<file path="src/rtl/pe2ddr_wr_cmd_gen_pkg.sv">
// pe2ddr_wr_cmd_gen_pkg: shared widths, bit-width helper and the write command type
package pe2ddr_wr_cmd_gen_pkg;
   localparam int DDR_ADDR_W = 32;
   localparam int BURST_W    = 16;

   function automatic int bw(input int v);
      return (v <= 1) ? 1 : $clog2(v);
   endfunction

   typedef struct packed {
      logic [DDR_ADDR_W-1:0] addr;
      logic [BURST_W-1:0]    bytes;
   } wr_cmd_t;
endpackage

</file>
<file path="src/rtl/pe2ddr_outstanding_cnt.sv">
// pe2ddr_outstanding_cnt: up/down count of issued-but-unanswered commands
module pe2ddr_outstanding_cnt #(
   parameter int MAX = 8,
   parameter int W   = 4
) (
   input  logic         clk,
   input  logic         rst,
   input  logic         inc,
   input  logic         dec,
   output logic [W-1:0] cnt,
   output logic         full,
   output logic         empty,
   output logic         underflow
);
   assign full      = cnt >= W'(MAX);
   assign empty     = cnt == '0;
   assign underflow = dec & ~inc & empty;

   always_ff @(posedge clk)
      if (rst) cnt <= '0;
      else if (inc & ~dec) cnt <= cnt + 1'b1;
      else if (dec & ~inc & ~empty) cnt <= cnt - 1'b1;
endmodule

</file>
<file path="src/rtl/pe2ddr_wr_cmd_gen.sv">
// pe2ddr_wr_cmd_gen: expands a row/burst job into DDR write commands of at most
// MAX_CMD_BYTES each and reports done once every command has been answered
module pe2ddr_wr_cmd_gen
   import pe2ddr_wr_cmd_gen_pkg::*;
#(
   parameter int MAX_CMD_BYTES   = 256,
   parameter int MAX_OUTSTANDING = 8
) (
   input  logic                  clk,
   input  logic                  rst,
   input  logic                  start,
   output logic                  done,
   input  logic [DDR_ADDR_W-1:0] st_addr,
   input  logic [BURST_W-1:0]    burst,
   input  logic [DDR_ADDR_W-1:0] step,
   input  logic [BURST_W-1:0]    burst_num,
   output logic                  cmd_valid,
   input  logic                  cmd_ready,
   output logic [DDR_ADDR_W-1:0] cmd_addr,
   output logic [BURST_W-1:0]    cmd_bytes,
   input  logic                  resp_valid,
   output logic                  resp_err
);
   localparam int OW = bw(MAX_OUTSTANDING) + 1;

   typedef enum logic [1:0] {WCG_IDLE, WCG_ISSUE, WCG_DRAIN} state_t;

   state_t                state, state_nxt;
   logic [BURST_W-1:0]    cfg_burst, cfg_num, row_cnt, offset, remaining;
   logic [DDR_ADDR_W-1:0] cfg_step, row_base;
   logic [OW-1:0]         out_cnt;
   logic                  full, empty, underflow, go, hs, last_seg, row_last;
   wr_cmd_t               cmd;

   assign go        = (state == WCG_IDLE) && start;
   assign remaining = cfg_burst - offset;
   assign cmd       = '{addr:  row_base + DDR_ADDR_W'(offset),
                        bytes: (remaining > BURST_W'(MAX_CMD_BYTES)) ? BURST_W'(MAX_CMD_BYTES) : remaining};
   assign last_seg  = remaining == cmd.bytes;
   assign row_last  = row_cnt == cfg_num;
   assign cmd_valid = (state == WCG_ISSUE) && !full;
   assign hs        = cmd_valid && cmd_ready;
   assign cmd_addr  = (state == WCG_ISSUE) ? cmd.addr : '0;
   assign cmd_bytes = (state == WCG_ISSUE) ? cmd.bytes : '0;
   assign done      = state == WCG_IDLE;

   pe2ddr_outstanding_cnt #(.MAX(MAX_OUTSTANDING), .W(OW)) u_cnt (
      .clk       (clk),
      .rst       (rst),
      .inc       (hs),
      .dec       (resp_valid),
      .cnt       (out_cnt),
      .full      (full),
      .empty     (empty),
      .underflow (underflow)
   );

   always_comb begin
      state_nxt = state;
      if (go) state_nxt = (burst == '0) ? WCG_DRAIN : WCG_ISSUE;
      else if (state == WCG_ISSUE && hs && last_seg && row_last) state_nxt = WCG_DRAIN;
      else if (state == WCG_DRAIN && empty && !resp_valid) state_nxt = WCG_IDLE;
   end

   always_ff @(posedge clk)
      if (rst) state <= WCG_IDLE;
      else state <= state_nxt;

   // Row/offset sequencing only advances on a handshake, keeping the command stable while stalled
   always_ff @(posedge clk)
      if (rst) begin
         cfg_burst <= '0;
         cfg_num   <= '0;
         cfg_step  <= '0;
         row_base  <= '0;
         row_cnt   <= '0;
         offset    <= '0;
      end else if (go) begin
         cfg_burst <= burst;
         cfg_num   <= burst_num;
         cfg_step  <= step;
         row_base  <= st_addr;
         row_cnt   <= '0;
         offset    <= '0;
      end else if (hs) begin
         if (!last_seg) offset <= offset + cmd.bytes;
         else if (!row_last) begin
            row_cnt  <= row_cnt + 1'b1;
            row_base <= row_base + cfg_step;
            offset   <= '0;
         end
      end

   always_ff @(posedge clk)
      if (rst) resp_err <= 1'b0;
      else resp_err <= underflow | (resp_err & ~go);
endmodule

</file>
<file path="config.mk">
export PLATFORM = sky130hd
export DESIGN_NAME = pe2ddr_wr_cmd_gen
export DESIGN_NICKNAME = d
export VERILOG_FILES = /design/src/rtl/pe2ddr_wr_cmd_gen_pkg.sv /design/src/rtl/pe2ddr_outstanding_cnt.sv /design/src/rtl/pe2ddr_wr_cmd_gen.sv
export SDC_FILE = /design/constraint.sdc
export NUM_CORES = 1
export LEC_CHECK = 0
export ABC_AREA = 1
export CORE_UTILIZATION = 55
export DETAILED_ROUTE_END_ITERATION = 8
export PLACE_DENSITY = 0.81
export SLEW_MARGIN = 20
export SYNTH_ARGS = -nofsm -noshare
export SYNTH_HDL_FRONTEND = slang
export SYNTH_SLANG_ARGS = --single-unit
</file>
<file path="constraint.sdc">
create_clock -name clk -period 8 [get_ports clk]
set_input_delay 0.8 -clock clk [delete_from_list [all_inputs] [get_ports clk]]
set_output_delay 0.8 -clock clk [all_outputs]
set_load 0.03 [all_outputs]
</file>
==> run summary <==
internal reg-to-reg setup slack -> 3.40 ns
row cnt -> 49
syn avg cell area -> 6.413 um2
Synth warnings -> 0
core area -> 18090 um2
Yosys cell types -> 60
ys async rst share -> 0%
drt total wl -> 31.01 mm
port buffer count -> 144
top cells by count, synth -> 285 x nand2_1, 258 x nor2_1, 197 x inv_1
switching pwr -> 0.9643 mW
count leader, synth -> nand2_1
CP most frequent cell -> nand2_1
CTS tree -> done
initial antenna violation count -> 1
final antenna-violating net count -> 0
Post-Synth Simple-Gate Area -> 30.52%
Post-Syn Area -> 10190 um2
post-synthesis mux area share -> 0%
Final Net Count -> 1894
Post-synth EDFFs -> 0
power consumption -> 2.492 mW
min-delay worst type -> flip-flop to flip-flop
largest family of logic cells by synthesized area -> simple AND/OR/NAND/NOR gates
Cells after Synth -> 1589
Sw Share -> 38.70%
XOR/XNOR Fraction of Synth Area -> 3.511%
Worst path slowest cell -> clkdlybuf4s50_1
Critical R2R Launch -> offset[0]
Compound-Gate Fraction of Synth Area -> 19.63%
IR drop worst, VDD -> 242.5 uV
IO Pins -> 152
minimum clock period -> 5.022 ns
Worst Hold Endpoint -> cfg_burst[0]
PwrDens -> 201.3 nW/um2
part of the power in combinational logic -> 33.3%
cell count of the worst hold path -> 2
adder-cell share of the synthesized area -> 9.945%
Synth Register Bits -> 135
# DRC -> 22
critical-path cell list -> ha_1, fa_1, nand3_1, nand3_1, nand2_1, nand2_1, a21oi_1, nor2_1, nor2_1, o21bai_1, nand3_1, nand2_1, nand3_1, nand2_1, a21boi_0, o21ai_2, nand2_1, o21ai_0, a21oi_1, clkdlybuf4s50_1
dpl hpwl -> 23.02 mm
first-pass GRT wire length -> 50.04 mm
area leader, netlist -> dfxtp_1
Seq/Total Area, Yosys -> 26.52%
total CTS buffers -> 17
Max Freq -> 0.1991 GHz
worst setup path category -> flip-flop to primary output
CTS resizes -> 0
relative slew slack -> 33.81%
Worst setup SP type -> flip-flop
crit end category -> primary output
Skew-Pair Late Insertion Delay -> 0.44 ns
clock skew -> 0.01541 ns
WP data required -> 7.20 ns
root cell of the clock tree -> clkbuf_16
hold path startpoint -> cfg_burst[0]
post-CTS setup buffer count -> 0
H-tree depth -> 4
cts hold-fix bufs -> 0
Pre-antenna DRT Iters -> 9
Filler cells -> 1623
die width -> 138.1 um
largest net degree at the start of global routing -> 105
CP max stage delay -> 0.71 ns
GRT Overall Usage -> 32.63%
worst slew pin tran -> 0.9892 ns
pre-CTS WS -> 3.479 ns
CTS Sinks -> 135
vias -> 11030
Die Area -> 19080 um2
Synth top area share -> 26.52%
CTS max path bufs -> 2
vias in the first global route -> 10170
RSZ-0062 raised after global routing -> false
final setup fails -> 0
Seq pwr share -> 32.6%
clock-pin transition on the worst setup and hold timing paths -> 0.06 ns
r2r endpoint -> row_base[31]
final max-slew violation count -> 0
Pint -> 1.527 mW
Synth-to-Final Area Change -> 21.47%
post-layout util -> 68.45%
Post-synth top flop -> dfxtp_1
leak pwr -> 5.586 nW
Final Hold Viols -> 0
Clock power frac -> 34.0%
Area contributors post-synth -> dfxtp_1 27%, nand2_1 10%, nor2_1 9.5%
via density per instance -> 5.635
Worst EP arrival -> 4.22 ns
Max-Cap Viols -> 0
Die Y-Extent -> 138.1 um
DR iter-0 viols -> 842
failing checks -> design-rule violations
RD Place Congestion -> 0.9525
GR Overflow Total -> 0
Worst R2R Path Depth -> 20
Initial Utilization -> 56.35%
crit-path max FO -> 9
setup_tns -> 0 ns
worst setup margin -> 2.978 ns
status -> complete, but fails checks
Routed wire per std cell -> 15.85 um
diode count -> 0
layout cells sized above 1 -> 4.456%
part of the cycle the worst path needs -> 62.78%
layout by cell type (no fill, tap or decap), drive strengths merged, types with 8 or more instances in the layout:
cell type | synthesis | routed
o21ai | 150 | 150
xor2 | 25 | 25
a21oi | 145 | 145
a21boi | 8 | 8
conb | 1 | 11
nor3 | 27 | 27
o221ai | 17 | 17
ha | 73 | 73
a31oi | 9 | 9
nand3 | 73 | 73
nor4 | 12 | 12
dfxtp | 135 | 135
clkbuf | 34 | 17
xnor2 | 15 | 15
or2 | 10 | 10
nand2 | 294 | 294
clkdlybuf4s50 | 0 | 144
nand4 | 27 | 27
nor2 | 264 | 264
inv | 199 | 209
a211oi | 8 | 8
cell type report:
cell class,count,area [um2],area share (%)
multi-input cells,1210,6526,52.72
inverters,202,759.5,6.135
flip-flops and latches,135,2703,21.83
clock inverters,15,200.2,1.617
well taps,229,286.5,2.315
clock buffers,17,425.4,3.436
repair buffers,149,1479,11.95
state kept, by name, indices dropped and copies added, names as in the netlist:
register	cells
cfg_burst	16
u_cnt.cnt	4
offset	16
state	2
row_cnt	16
cfg_step	32
row_base	32
cfg_num	16
resp_err	1
worst max-delay path by stage:
stage	cells after the start	startpoint	to	slack, ns
after detailed placement	20	offset[0]	cmd_addr[18]	3.48
final	20	offset[0]	cmd_addr[18]	2.98
after CTS	20	offset[0]	cmd_addr[18]	3.00
after global placement	20	offset[0]	row_base[31]	3.51
after floorplan	19	offset[0]	cmd_addr[18]	4.22
after global routing	20	offset[0]	cmd_addr[18]	2.66
power groups by stage:
stage	Combinational (mW)	Clock, mW	Sequential, mW
2_1_floorplan	0.592	0	0.804
3_3_place_gp	0.796	0	0.824
3_5_place_dp	0.807	0	0.825
4_1_cts	0.818	0.852	0.812
5_1_grt	0.926	0.881	0.821
6_report	0.831	0.848	0.813
metrics by stage:
stage	hold slack, ns	instance area, um2	instances
floorplan	0.4334	10230	1599
finish	0.4775	12380	1957
detailed placement	0.4686	11750	1925
global placement	0.4511	11750	1925
CTS	0.4818	12380	1957
global route	0.5001	12380	1957
critical path, delay by kind of cell (launching register included):
family / cells / cell delay, ns
flip-flops: 1 / 0.36
AND/OR/NAND/NOR: 11 / 0.92
AO/OA/AOI/OAI: 6 / 1.13
adder cells (fa/ha/maj): 2 / 0.66
buffers and inverters: 1 / 0.71
cells by family after synthesis:
| logic type | Yosys count |
|---|---|
| DFF | 135 |
| AOI/OAI and AO/OA | 361 |
| xor gates and xnor gates | 40 |
| other | 1 |
| adders and majority gates | 78 |
| and+or+nand+nor | 720 |
| buffers and inverters | 254 |
routing by layer:
layer	global-route usage [%]	part of all wire [%]
met4	12.12	2.4
met1	42.00	44
met5	0	0
met3	5.992	7.0
met2	54.46	47
Power figures use the tool's default switching activity.
